File: config.mk
export PLATFORM = sky130hd
export DESIGN_NAME = spi_slave_byte
export DESIGN_NICKNAME = d
export VERILOG_FILES = /design/src/rtl/spi_slave_byte.sv
export SDC_FILE = /design/constraint.sdc
export NUM_CORES = 1
export LEC_CHECK = 0
export ABC_AREA = 1
export CAP_MARGIN = 20
export CORE_MARGIN = 2
export CORE_UTILIZATION = 48
export CTS_CLUSTER_SIZE = 12
export DETAILED_ROUTE_END_ITERATION = 8
export GPL_TIMING_DRIVEN = 0
export PLACE_DENSITY = 0.8
export SLEW_MARGIN = 40
export SYNTH_ARGS = -nofsm -noshare
export SYNTH_HDL_FRONTEND = slang
export SYNTH_SLANG_ARGS = --single-unit
File: constraint.sdc
create_clock -name sclk_common -period 1.32 [get_ports sclk_common]
set_input_delay 0.132 -clock sclk_common [delete_from_list [all_inputs] [get_ports sclk_common]]
set_output_delay 0.132 -clock sclk_common [all_outputs]
set_load 0.01 [all_outputs]
File: src/rtl/spi_slave_byte.sv
// spi_slave_byte: oversampled SPI slave that exchanges bytes with rx/tx FIFOs in the sclk_common domain
module spi_slave_byte #(
  parameter bit CPOL = 1'b0,
  parameter bit CPHA = 1'b0,
  parameter logic [7:0] IDLE_BYTE = 8'hFF
) (
  input  logic       n_rst,
  input  logic       sclk_common,
  input  logic       spi_sclk,
  input  logic       spi_n_cs,
  input  logic       spi_mosi,
  output logic       spi_miso,
  output logic       miso_oe,
  input  logic [7:0] tx_data,
  input  logic       tx_empty,
  output logic       tx_rdreq,
  output logic [7:0] rx_data,
  output logic       rx_wrreq,
  output logic [7:0] byte_cnt,
  output logic       frame_end,
  output logic       tx_underrun
);
  localparam logic [0:0] IDLE = 1'b0, ACTIVE = 1'b1;
  logic [2:0] sclk_sr, cs_sr, bit_cnt;
  logic [1:0] mosi_sr, cs_vld;
  logic cs_armed, first_edge, rise, fall, samp, shft, cs_fall, cs_rise, load;
  logic [0:0] state;
  logic [7:0] tx_shift, rx_shift;
  // A frame may only start from a falling n_cs that was genuinely seen high after reset
  always_ff @(posedge sclk_common or negedge n_rst)
    if (!n_rst) begin
      sclk_sr <= {3{CPOL}};
      cs_sr <= 3'b111;
      mosi_sr <= 2'b00;
      cs_vld <= 2'b00;
      cs_armed <= 1'b0;
    end else begin
      sclk_sr <= {sclk_sr[1:0], spi_sclk};
      cs_sr <= {cs_sr[1:0], spi_n_cs};
      mosi_sr <= {mosi_sr[0], spi_mosi};
      cs_vld <= {cs_vld[0], 1'b1};
      cs_armed <= cs_armed | (cs_vld[1] & cs_sr[1]);
    end
  always_comb begin
    rise = sclk_sr[1] & ~sclk_sr[2];
    fall = ~sclk_sr[1] & sclk_sr[2];
    samp = (CPOL == CPHA) ? rise : fall;
    shft = (CPOL == CPHA) ? fall : rise;
    cs_fall = cs_armed & ~cs_sr[1] & cs_sr[2];
    cs_rise = cs_sr[1] & ~cs_sr[2];
    load = (state == IDLE) ? cs_fall : (~cs_rise & shft & ~(CPHA & first_edge) & (bit_cnt == 3'd0));
  end
  assign spi_miso = tx_shift[7];
  always_ff @(posedge sclk_common or negedge n_rst)
    if (!n_rst) begin
      state <= IDLE;
      tx_shift <= IDLE_BYTE;
      rx_shift <= 8'h00;
      bit_cnt <= 3'd0;
      first_edge <= 1'b0;
      miso_oe <= 1'b0;
      tx_rdreq <= 1'b0;
      tx_underrun <= 1'b0;
      rx_data <= 8'h00;
      rx_wrreq <= 1'b0;
      byte_cnt <= 8'h00;
      frame_end <= 1'b0;
    end else begin
      tx_rdreq <= 1'b0;
      tx_underrun <= 1'b0;
      rx_wrreq <= 1'b0;
      frame_end <= 1'b0;
      if (load) begin
        tx_shift <= tx_empty ? IDLE_BYTE : tx_data;
        tx_rdreq <= ~tx_empty;
        tx_underrun <= tx_empty;
      end
      if (state == IDLE) begin
        if (cs_fall) begin
          state <= ACTIVE;
          miso_oe <= 1'b1;
          bit_cnt <= 3'd0;
          byte_cnt <= 8'h00;
          first_edge <= 1'b1;
        end
      end else if (cs_rise) begin
        state <= IDLE;
        miso_oe <= 1'b0;
        frame_end <= 1'b1;
      end else if (samp) begin
        rx_shift <= {rx_shift[6:0], mosi_sr[1]};
        bit_cnt <= bit_cnt + 3'd1;
        if (bit_cnt == 3'd7) begin
          rx_data <= {rx_shift[6:0], mosi_sr[1]};
          rx_wrreq <= 1'b1;
          byte_cnt <= (byte_cnt == 8'hFF) ? byte_cnt : byte_cnt + 8'd1;
        end
      end else if (shft) begin
        if (CPHA && first_edge) first_edge <= 1'b0;
        else if (bit_cnt != 3'd0) tx_shift <= {tx_shift[6:0], 1'b0};
      end
    end
endmodule

Word level (Yosys, flattened, before mapping)
Index checks and enable logic that the tools add are counted.
W data, S select, Z words.
{"block": "totals", "reg_bits": 51, "in_bits": 14, "output_inout_bits": 22, "elab_cells": 80}
{"block": "classes", "add_sub_neg": 2, "n_eq_ne": 7, "muxes": 32, "n_bitwise": 15, "reduce_logical": 8}
{"cell": "$mux W8", "n": 13}
{"cell": "$mux W1", "n": 15}
{"cell": "$mux W3", "n": 4}
{"cell": "$add A8 B1 Y8 const B", "n": 1}
{"cell": "$and A1 B1 Y1", "n": 8}
{"cell": "$eq A8 B8 Y1 const B", "n": 1}
{"cell": "$ne A2 B2 Y1 const B", "n": 4}
{"cell": "$not A1 Y1", "n": 6}
{"cell": "$reduce_and A3 Y1", "n": 2}
{"cell": "$reduce_and A5 Y1", "n": 1}
{"cell": "$reduce_and A4 Y1", "n": 1}
{"cell": "$add A3 B1 Y3 const B", "n": 1}
{"cell": "$eq A3 B3 Y1 const B", "n": 1}
{"cell": "$logic_not A3 Y1", "n": 1}
{"cell": "$reduce_bool A3 Y1", "n": 1}
{"cell": "$ne A2 B1 Y1 const B", "n": 1}
{"cell": "$reduce_and A2 Y1", "n": 1}
{"cell": "$reduce_bool A2 Y1", "n": 1}
{"cell": "$or A1 B1 Y1", "n": 1}

Logic depth before layout (Yosys ltp)
Gate-level depths: netlist of run 1.
{"block": "depth", "depth_word": 12, "ltp_mapped": 10, "depth_no_buf": 9}

Worst setup path before layout of run 1
No wires, ideal clock.
{"block": "synth_path", "path_type": "register to register", "from": "register bit_cnt[0]", "to": "register byte_cnt[3]", "arrival_time_ps": 1382, "path_slack_ps": -138, "path_stages_with_launch": 9, "path_cell_list": "dfrtp_1 -> ha_1 -> ha_1 -> inv_1 -> nand2_1 -> nand3_2 -> buf_2 -> nand2_1 -> o21ai_1"}
{"block": "synth_between", "elab_chain_len": 3}
{"item": "from (decl)", "line": "24", "source": "logic [2:0] sclk_sr, cs_sr, bit_cnt;"}
{"item": "from (signal assigned)", "line": "92", "source": "bit_cnt <= bit_cnt + 3'd1;"}
{"item": "$eq A3 B3 Y1", "line": "93", "source": "if (bit_cnt == 3'd7) begin"}
{"item": "$ne A2 B1 Y1 (no line)"}
{"item": "$reduce_and A5 Y1 (no line)"}
{"item": "to (signal assigned)", "line": "96", "source": "byte_cnt <= (byte_cnt == 8'hFF) ? byte_cnt : byte_cnt + 8'd1;"}
{"item": "to (decl)", "line": "19", "source": "output logic [7:0] byte_cnt,"}
Every way passes these cells.
A chain may end at the register's enable or synchronous reset.

Worst setup path in the final report of run 1
{"block": "layout_path", "from": "register cs_sr[2]", "to": "register tx_shift[2]"}
{"block": "layout_between", "elab_chain_len": 12}
{"item": "from (decl)", "line": "24"}
{"item": "from (signal assigned)", "line": "39", "source": "cs_sr <= {cs_sr[1:0], spi_n_cs};"}
{"item": "$not A1 Y1", "line": "50", "source": "cs_rise = cs_sr[1] & ~cs_sr[2];"}
{"item": "$and A1 B1 Y1", "line": "50"}
{"item": "$not A1 Y1 (no line)"}
{"item": "$and A1 B1 Y1 (2 in series)", "line": "51", "source": "load = (state == IDLE) ? cs_fall : (~cs_rise & shft & ~(CPHA & first_edge) & (bit_cnt == 3'd0));"}
{"item": "$mux W1", "line": "51"}
{"item": "$mux W8", "line": "73", "source": "if (load) begin"}
{"item": "$mux W8", "line": "100", "source": "else if (bit_cnt != 3'd0) tx_shift <= {tx_shift[6:0], 1'b0};"}
{"item": "$mux W8", "line": "98", "source": "end else if (shft) begin"}
{"item": "$mux W8", "line": "90", "source": "end else if (samp) begin"}
{"item": "$mux W8", "line": "86", "source": "end else if (cs_rise) begin"}
{"item": "$mux W8 *", "line": "78", "source": "if (state == IDLE) begin"}
{"item": "to (signal assigned)", "line": "74", "source": "tx_shift <= tx_empty ? IDLE_BYTE : tx_data;"}
{"item": "to (signal assigned)", "line": "100"}
{"item": "to (decl)", "line": "28", "source": "logic [7:0] tx_shift, rx_shift;"}
Mark *: on every way between the ends. The rest lies on a longest branch, timed or not.

==> impl_metrics.tcl, run 1 <==
set metrics [dict create \
    status "finished, violations left" \
    failed_checks "setup timing" \
    die-area_um2 5460 \
    p_leak_nw 1.78 \
    drc 0 \
    ff_latch_area_um2 1290 \
    ys_seq_area_share_pct 55.0 \
    synth_cell_types 29 \
    dpl.hpwl_um 3050 \
    synth-compound-area-share_pct 8.32 \
    synth-xor-area-share_pct 0.374 \
    critPathRequiredTime_ns 1.58 \
    io_pins 36 \
    fin_worst_skew_ns 0.0141 \
    fill_cells 281 \
    ant_nets 0 \
    grtUsageMet1_pct 27.5 \
    met3_usage_pct 4.80 \
    area_delta_synth_final_pct 51.5 \
    multi_input_area_um2 1190 \
    pre_cts_ws_ns -0.207 \
    die_w_um 73.9 \
    synthAdderAreaFrac_pct 2.13 \
    fmax_ghz 0.630 \
    grt_pass1_vias 1875 \
    synth_area_per_cell_um2 8.95 \
    ir_drop_uv 955 \
    antenna_found_initial 0 \
    busiest_layer "met2" \
    root_buffer "clkbuf_8" \
    grt_pass1_wl_um 8740 \
    first_pass_iters 5 \
    hp-class "input pin to asynchronous set/reset pin" \
    rows 25 \
    cts_inserted_buffers 5 \
    synth_ff_type "dfrtp_1" \
    hold_viol 0 \
    layout-drive-gt1-share_pct 42.6 \
    setup_ws_ns -0.268 \
    diodes 0 \
    critPathMaxFanout 8 \
    period_needed_ns 1.59 \
    synthesis.nets 280 \
    drt-total-wl_um 6440 \
    arrival_ns 1.85 \
    fp.dieH_um 73.9 \
    cts_tree "done" \
    htree_levels 2 \
    setup_viol_count_final 38 \
    fin_cells 412 \
    power_per_cell_area_nw_per_um2 1330 \
    slew_viol_final 0 \
    core_region_area_um2 4720 \
    synth_enable_flop_cells 0 \
    postSynthCellCount 262 \
    clk_pin_slew_ns 0.10 \
    cts_buffer_depth 2 \
    clk_latency_ns 0.31 \
    muxShareOfSynthArea_pct 0 \
    ys_seq_elements 51 \
    wl_per_cell_um 15.6 \
    synth_area_um2 2340 \
    clock_sinks 51 \
    synth-simple-area-share_pct 28.0 \
    grt_max_degree 43 \
    rsz0062_at_grt "true" \
    async_reset_ff_share_pct 100 \
    synth_top_family_by_area "simple AND/OR/NAND/NOR gates" \
    startpoint_type "flop" \
    layout.nets 362 \
    avgViaCountPerCell 5.25 \
    dp_cells 364 \
    vias 2164 \
    finalPower_mw 4.72 \
    gp_congestion 0.786 \
    critPathCaptureType "flop" \
    grt_overflow_total 0 \
    synth_warnings 0 \
    start_util_pct 49.6 \
    grt_use_total_pct 21.5 \
    io_buffers 34 \
    use_met2_pct 35.8 \
    drt_first_iter_violations 174 \
    critPathKind "flop to flop" \
    cap_violations 0 \
    fin_crit_sh_pct 120 \
]
## cell usage after synthesis (2+ instances only)
master	count	area, um2
a21oi_1	4	20.0
a21oi_2	7	61.3
buf_2	2	10.0
buf_6	4	45.0
dfrtp_1	40	1000
dfstp_2	11	289
ha_1	4	50.1
inv_1	19	71.3
nand2_1	68	255
nand2_2	2	12.5
nand2_4	2	22.5
nand3_1	23	115
nor2_1	39	146
nor2_2	4	25.0
nor2_4	2	22.5
o21ai_0	12	60.1
o21ai_1	6	30.0
or2_2	2	12.5
## through the flow
step	TNS, ns	utilization (%)	hold WS, ns	instance area (um2)
3_5_place_dp	-2.60	59.7	-0.0267	2820
6_report	-5.27	75.2	0.175	3550
5_1_grt	-7.30	75.2	0.180	3550
4_1_cts	-1.74	67.3	0.150	3180
3_3_place_gp	-62.17	59.3	0.332	2800
2_1_floorplan	-0.384	-	-0.164	2380
## cell usage in the layout (no fill, tap or decap), types with 5 or more instances in the layout
cell and n:
nand2_2 14, o21ai_2 9, nand3_1 12, nand2_4 5, buf_4 28, clkbuf_8 7, buf_6 12, nor2_2 10
inv_1 15, nor2_1 30, dfstp_2 11, a21oi_2 9, nor2_4 6, dlygate4sd2_1 20, dfrtp_1 39, clkdlybuf4s50_1 11
nand3_2 9, o21ai_1 7, nand2_1 52
## registers in the layout (all words and copies together), names as in the netlist, 2 cells and up
register and count:
mosi_sr 2, cs_vld 2, rx_shift 7, tx_shift 8, cs_sr 3, bit_cnt 3, byte_cnt 8, sclk_sr 3
rx_data 8
## timing repair
item	4_1_cts	5_1_grt
buffers inserted	26	8
pin swaps	3	23
gates cloned	3	2
resized for setup	41	72
hold buffers	1	0
hold endpoints to repair	40	0
setup endpoints to repair	44	40
## per-layer routing
metal  up-vias  wire length (um)
met1      1041              2490
met3        28               330
li1        995                 -
met4         0               244
met2       100              3370
met5         -                 0
## cell type report
cell class	instances	share of cell area (%)
tap	67	2.36
sequential	51	36.4
clock inverter	1	0.211
clock buffer	7	2.71
timing repair buffer	74	20.2
inverter	20	2.18
multi-input combinational	184	33.5
buffer	8	2.43
## power breakdown
part	leakage [nW]	switching, mW	total [mW]	internal, mW
registers	0.633	0.255	2.21	1.95
clock network	0.0505	0.528	1.01	0.478
logic	1.10	0.809	1.50	0.692
## worst max-delay path, stage by stage (launching register included)
cell	delay [ns]
dfstp_2	0.55
inv_2	0.05
a21oi_4	0.18
buf_6	0.17
nand2_8	0.08
clkbuf_16	0.17
a21oi_2	0.17
nor2_1	0.08
nor2_2	0.09
## final timing paths
check / slack, ns / start / end / cells past startpoint
worst max register to register: -0.27 / cs_sr[2] / tx_shift[2] / 8
worst min-delay path: 0.18 / n_rst / byte_cnt[3] / 2
worst max-delay path: -0.27 / cs_sr[2] / tx_shift[2] / 8
min in group sclk_common: 0.19 / tx_empty / tx_underrun / 3
max in group asynchronous: 0.62 / n_rst / tx_shift[7] / 3
worst min register to register: 0.36 / mosi_sr[0] / mosi_sr[1] / 0
## kinds of logic after synthesis
| logic type | count (synthesis) |
|---|---|
| AO/OA/AOI/OAI | 31 |
| XOR/XNOR | 1 |
| adder cells (fa/ha/maj) | 4 |
| buffers and inverters | 28 |
| flip-flops | 51 |
| other | 1 |
| AND/OR/NAND/NOR | 146 |
(Power assumes the default switching activity.)
==> run 2, diff against run 1 <==
--- a/config.mk
+++ b/config.mk
@@ -5,10 +5,9 @@
 export SDC_FILE = /design/constraint.sdc
 export NUM_CORES = 1
 export LEC_CHECK = 0
-export ABC_AREA = 1
 export CAP_MARGIN = 20
 export CORE_MARGIN = 2
-export CORE_UTILIZATION = 48
+export CORE_UTILIZATION = 47
 export CTS_CLUSTER_SIZE = 12
 export DETAILED_ROUTE_END_ITERATION = 8
 export GPL_TIMING_DRIVEN = 0
==> run 2 against run 1 <==
The run still ends with setup timing left. Via count is 20% lower. Cell area is 6.4% lower. Register-to-register slack worse by 0.05 ns. Largest cell class unchanged. Global-route usage is 1.7 points lower. Cell count is 23% lower. Sequential cell count stayed put. Largest power group unchanged. Highest routed layer unchanged.
==> impl_metrics.tcl, run 2 <==
set metrics [dict create \
    setup_viol_count_final 36 \
    layout-drive-gt1-share_pct 41.9 \
    grt_max_degree 32 \
    dpl.hpwl_um 2620 \
    hold_viol 0 \
    drc 0 \
    period_needed_ns 1.64 \
    hold_path.startpoint "tx_empty" \
    htree_levels 2 \
    fin_worst_skew_ns 0.00782 \
    slowest_delay_ns 0.57 \
    ys_seq_area_share_pct 60.6 \
    diodes 0 \
    crit_family "flip-flops" \
    start_util_pct 48.9 \
    fin_crit_sh_pct 124 \
    vias 1724 \
    drt-total-wl_um 5240 \
    fmax_ghz 0.610 \
    layout_commonest_cell "dfrtp_1" \
    clock_sinks 51 \
    core_region_area_um2 4350 \
    fill_cells 271 \
    r2r_start "cs_sr[1]" \
    synth_area_um2 2130 \
    io_buffers 34 \
    crit_chain "and4bb_4 > a41oi_4 > buf_6 > nor4b_2 > o22a_1" \
    clk_latency_ns 0.31 \
    critPathRequiredTime_ns 1.52 \
    synth_top_area_share_pct 47.0 \
    layout_common_cells "dfrtp_1 (40), buf_4 (23), nand2_1 (18), dlygate4sd2_1 (18), buf_6 (16)" \
    ys_seq_elements 51 \
    root_buffer "clkbuf_8" \
    r2r-end "byte_cnt[6]" \
    cts_tree "done" \
    yosysMostFrequentCell "dfrtp_1" \
    first_pass_iters 4 \
    antenna_found_initial 0 \
    power_per_cell_area_nw_per_um2 1350 \
    whs_path_depth 2 \
    critPathMaxFanout 5 \
    io_pins 36 \
    critPathBufInv 1 \
    rows 24 \
    wl_per_cell_um 16.5 \
    critPathKind "flop to flop" \
    async_reset_ff_share_pct 100 \
    final.setup.tns_ns -7.58 \
    avgViaCountPerCell 5.44 \
    layout.nets 282 \
    rsz0062_at_grt "true" \
    drt_first_iter_violations 116 \
    hp-class "input pin to flop" \
    setup_ws_ns -0.319 \
    ant_nets 0 \
    slew_viol_final 0 \
    critPathCaptureType "flop" \
    fp.dieH_um 71.3 \
    grtUsageMet1_pct 24.8 \
    clk_pin_slew_ns 0.09 \
    startpoint_type "flop" \
    synthesis.nets 200 \
    area_delta_synth_final_pct 56.3 \
    synth_cell_types 40 \
    grt_pass1_wl_um 7860 \
    busiest_layer "met2" \
    final_area_um2 3330 \
    cap_violations 0 \
    reg2reg_depth 5 \
    postSynthCellCount 182 \
    synth_ff_type "dfrtp_1" \
    reg_top3 "byte_cnt x8, rx_data x8, tx_shift x8" \
    place_area_um2 2580 \
    cts_buffer_depth 2 \
    ff_latch_area_um2 1290 \
    grt_pass1_vias 1660 \
    ir_drop_uv 760 \
    cts_inserted_buffers 5 \
    netlist_top_cells_area "dfrtp_1 (47%), dfstp_2 (14%), nand2_1 (4.8%), mux2_2 (4.2%), o21ai_0 (3.1%)" \
    die-area_um2 5080 \
    met3_usage_pct 4.36 \
    status "finished, violations left" \
    synth_warnings 0 \
    r2r_setup_slack_ns -0.32 \
    synth_enable_flop_cells 0 \
    arrival_ns 1.84 \
    multi_input_area_um2 1060 \
    die_w_um 71.3 \
    cp_slowest_cell "dfstp_2" \
    yosys.area.top_type "dfrtp_1" \
    p_leak_nw 1.63 \
    gp_congestion 0.841 \
    use_met2_pct 34.9 \
    failed_checks "setup timing" \
    synth_area_per_cell_um2 11.7 \
    hold_path_end "tx_rdreq" \
    grt_use_total_pct 19.8 \
    yosys-top-cells-count "dfrtp_1 (40), nand2_1 (27), nor2_1 (16), o21ai_0 (13), dfstp_2 (11)" \
    grt_overflow_total 0 \
]
## run 2: changes by cell type in the layout (fill, tap and decap cells not counted), sizes merged, moves of 3 or more
cell | previous run | this run
nand2 | 72 | 29
a41oi | 0 | 3
or3 | 0 | 4
nand3 | 24 | 0
clkbuf | 9 | 6
a22oi | 0 | 7
inv | 20 | 6
a21oi | 12 | 4
nor2b | 0 | 4
o21ai | 18 | 13
mux2 | 0 | 9
nor2 | 46 | 16
nand2b | 0 | 3
## run 2: through the flow
stage	hold WS, ns	power (mW)	std cells	utilization, %	setup WS [ns]
2_1_floorplan	-0.164	2.49	182	-	-0.283
3_3_place_gp	0.332	2.77	268	58.9	-1.31
3_5_place_dp	0.0323	2.82	269	59.3	-0.530
4_1_cts	0.178	4.19	306	71.2	-0.345
5_1_grt	0.202	4.71	317	76.4	-0.374
6_report	0.170	4.49	317	76.4	-0.319
## run 2: cell type report
cell class / instances / area share [%]
repair buffers: 74 / 21.9
flip-flops and latches: 51 / 38.8
plain buffers: 4 / 1.13
clock inverters: 2 / 1.05
multi-input cells: 122 / 32.0
inverters: 6 / 0.752
well taps: 52 / 1.96
clock buffers: 6 / 2.48
## run 2: power breakdown
part	internal [mW]	switching, mW	leakage (nW)
registers	1.90	0.236	0.638
clock network	0.614	0.507	0.0612
logic	0.668	0.569	0.928
total	3.18	1.31	1.63
## run 2: logic make-up after synthesis
family	count (synthesis)	synth area share, %
AND/OR/NAND/NOR	69	16.6
flip-flops	51	60.6
AO/OA/AOI/OAI	35	11.5
buffers and inverters	11	3.06
multiplexers	11	5.70
adder cells (fa/ha/maj)	4	2.35
other	1	0.176
## run 2: timing repair
item                       CTS  global route
cloned                       2             1
hold buffers                 1             0
setup endpoints to repair   53            42
pin swaps                   21            16
setup buffers               26            12
gates resized for setup     64            36
hold endpoints to repair    38             0
## run 2: worst max-delay path by stage
stage / depth (start not counted) / slack, ns / endpoint / start
3_5_place_dp: 4 / -0.53 / tx_shift[6] / cs_sr[1]
6_report: 5 / -0.32 / byte_cnt[6] / cs_sr[1]
3_3_place_gp: 1 / -1.31 / tx_rdreq / n_rst
2_1_floorplan: 5 / -0.28 / byte_cnt[0] / cs_sr[1]
4_1_cts: 6 / -0.35 / byte_cnt[6] / cs_sr[1]
5_1_grt: 5 / -0.37 / byte_cnt[4] / cs_sr[2]
## run 2: layer usage
metal | vias to the layer above | wire, um
met5 | - | 0
met3 | 10 | 227
met4 | 0 | 94
met1 | 860 | 2110
met2 | 49 | 2810
li1 | 805 | -
==> run 3, diff against run 2 <==
--- a/config.mk
+++ b/config.mk
@@ -5,13 +5,15 @@
 export SDC_FILE = /design/constraint.sdc
 export NUM_CORES = 1
 export LEC_CHECK = 0
+export ABC_AREA = 0
 export CAP_MARGIN = 20
 export CORE_MARGIN = 2
 export CORE_UTILIZATION = 47
 export CTS_CLUSTER_SIZE = 12
 export DETAILED_ROUTE_END_ITERATION = 8
 export GPL_TIMING_DRIVEN = 0
-export PLACE_DENSITY = 0.8
+export PLACE_DENSITY_LB_ADDON = 0.25
+export REMOVE_ABC_BUFFERS = 1
 export SLEW_MARGIN = 40
 export SYNTH_ARGS = -nofsm -noshare
 export SYNTH_HDL_FRONTEND = slang
==> run 3 against run 2 <==
The flow still finishes with violations (setup timing). Core utilization fell by 0.75 points. Clock skew rose by 0.0037 ns. Worst setup slack got worse by 0.047 ns. Critical path depth rose by 1. Sequential cell count did not move. Via count rose by 2.1%. Combinational power fell by 7%. First-iteration DRC count fell by 14%. Largest power group unchanged.
==> impl_metrics.tcl, run 3 (synthesis gave the netlist of run 2 again) <==
set metrics [dict create \
    status "finished, violations left" \
    failed_checks "setup timing" \
    grt_use_total_pct 20.9 \
    setup_ws_ns -0.366 \
    area_delta_synth_final_pct 54.7 \
    vias 1760 \
    cts_buffer_depth 2 \
    drt-total-wl_um 5550 \
    ff_latch_area_um2 1290 \
    p_leak_nw 1.64 \
    final.setup.tns_ns -10.08 \
    clk_pin_slew_ns 0.10 \
    layout.nets 280 \
    rows 24 \
    htree_levels 2 \
    critPathKind "flop to flop" \
    critPathRequiredTime_ns 1.56 \
    multi_input_area_um2 1030 \
    gp_congestion 0.789 \
    slowest_delay_ns 0.41 \
    grt_overflow_total 0 \
    slew_viol_final 0 \
    die-area_um2 5080 \
    root_buffer "clkbuf_8" \
    first_pass_iters 4 \
    cp_slowest_cell "dfrtp_1" \
    layout_common_cells "dfrtp_1 (39), buf_4 (29), nand2_1 (19), dlygate4sd2_1 (15), nor2_1 (14)" \
    core_region_area_um2 4350 \
    cap_violations 0 \
    clk_latency_ns 0.31 \
    grt_max_degree 30 \
    cts_inserted_buffers 5 \
    cts_tree "done" \
    layout-drive-gt1-share_pct 43.3 \
    critPathCaptureType "flop" \
    fin_worst_skew_ns 0.0116 \
    hp-class "input pin to flop" \
    drc 0 \
    start_util_pct 48.9 \
    critPathMaxFanout 5 \
    hold_slack_ns 0.238 \
    io_pins 36 \
    clock_sinks 51 \
    dpl.hpwl_um 2480 \
    setup_viol_count_final 38 \
    startpoint_type "flop" \
    die_w_um 71.3 \
    ir_drop_uv 904 \
    ant_nets 0 \
    wl_per_cell_um 17.6 \
    io_buffers 35 \
    period_needed_ns 1.69 \
    rsz0062_at_grt "true" \
    antenna_found_initial 0 \
    grt_pass1_vias 1721 \
    avgViaCountPerCell 5.59 \
    reg_top3 "byte_cnt x8, rx_data x8, tx_shift x8" \
    arrival_ns 1.93 \
    pre_cts_ws_ns -0.725 \
    power_per_cell_area_nw_per_um2 1330 \
    fin_crit_sh_pct 128 \
    fp.dieH_um 71.3 \
    hold_viol 0 \
    crit_chain "ha_2 > ha_4 > nand2b_4 > o2111ai_1 > or3_1 > a21oi_1" \
    diodes 0 \
    layout_commonest_cell "dfrtp_1" \
    fmax_ghz 0.593 \
    grt_pass1_wl_um 8180 \
    drt_first_iter_violations 100 \
    fill_cells 271 \
]
## run 3: cell types whose count changed in the layout (fill, tap and decap cells not counted), sizes merged
cell / previous run / this run
dlymetal6s2s: 4 / 7
buf: 44 / 41
inv: 6 / 5
clkinvlp: 0 / 1
clkinv: 1 / 2
nand2: 29 / 28
clkdlybuf4s50: 11 / 12
dlygate4sd2: 18 / 15
## run 3: path summary, 6_finish.rpt
check,from,to,slack [ns],cells past startpoint
setup / recovery,bit_cnt[0],byte_cnt[5],-0.37,6
hold / removal,spi_n_cs,cs_sr[0],0.24,1
setup reg to reg,bit_cnt[0],byte_cnt[5],-0.37,6
hold reg to reg,cs_vld[0],cs_vld[1],0.36,0
max in group asynchronous,n_rst,tx_shift[3],0.56,3
min in group asynchronous,n_rst,byte_cnt[6],0.25,2
## run 3: timing repair
| item | 4_1_cts | 5_1_grt |
|---|---|---|
| gates cloned | 1 | 1 |
| pin swaps | 14 | 26 |
| resized for setup | 57 | 45 |
| setup buffers | 33 | 9 |
| endpoints found under the hold margin | 22 | 0 |
| endpoints found under the setup margin | 53 | 45 |
| hold buffers | 1 | 0 |
## run 3: layout make-up
class | instances | area share [%]
Sequential cell | 51 | 39.2
Tap cell | 52 | 1.98
Inverter | 6 | 0.798
Multi-Input combinational cell | 121 | 31.3
Timing Repair Buffer | 77 | 23.3
Clock inverter | 3 | 1.33
Clock buffer | 5 | 2.09
## run 3: critical path: cells and delay by family, from the launching register on
kind                       cells  cell delay (ns)
adders and majority gates      2             0.39
and+or+nand+nor                2             0.52
DFF                            1             0.41
AOI/OAI and AO/OA              2             0.30
## run 3: stage by stage
step	area [um2]	cells	power [mW]	util [%]
after global routing	3290	315	4.56	75.6
after detailed placement	2520	265	2.78	57.8
after global placement	2500	264	2.74	57.4
final	3290	315	4.37	75.6
after floorplan	2090	177	2.45	-
after CTS	3060	307	4.15	70.2
## run 3: report_power, final
part           internal (mW)  total, mW  switching [mW]
clock network          0.565       1.09           0.526
registers               1.90       2.13           0.235
logic                  0.609       1.15           0.541
## run 3: routing by layer
layer	vias up	global-route usage (%)	share of wire (%)
met3	9	5.06	3.9
met1	895	25.4	42
li1	803	-	-
met5	-	0	0
met2	53	37.0	52
met4	0	5.87	1.7
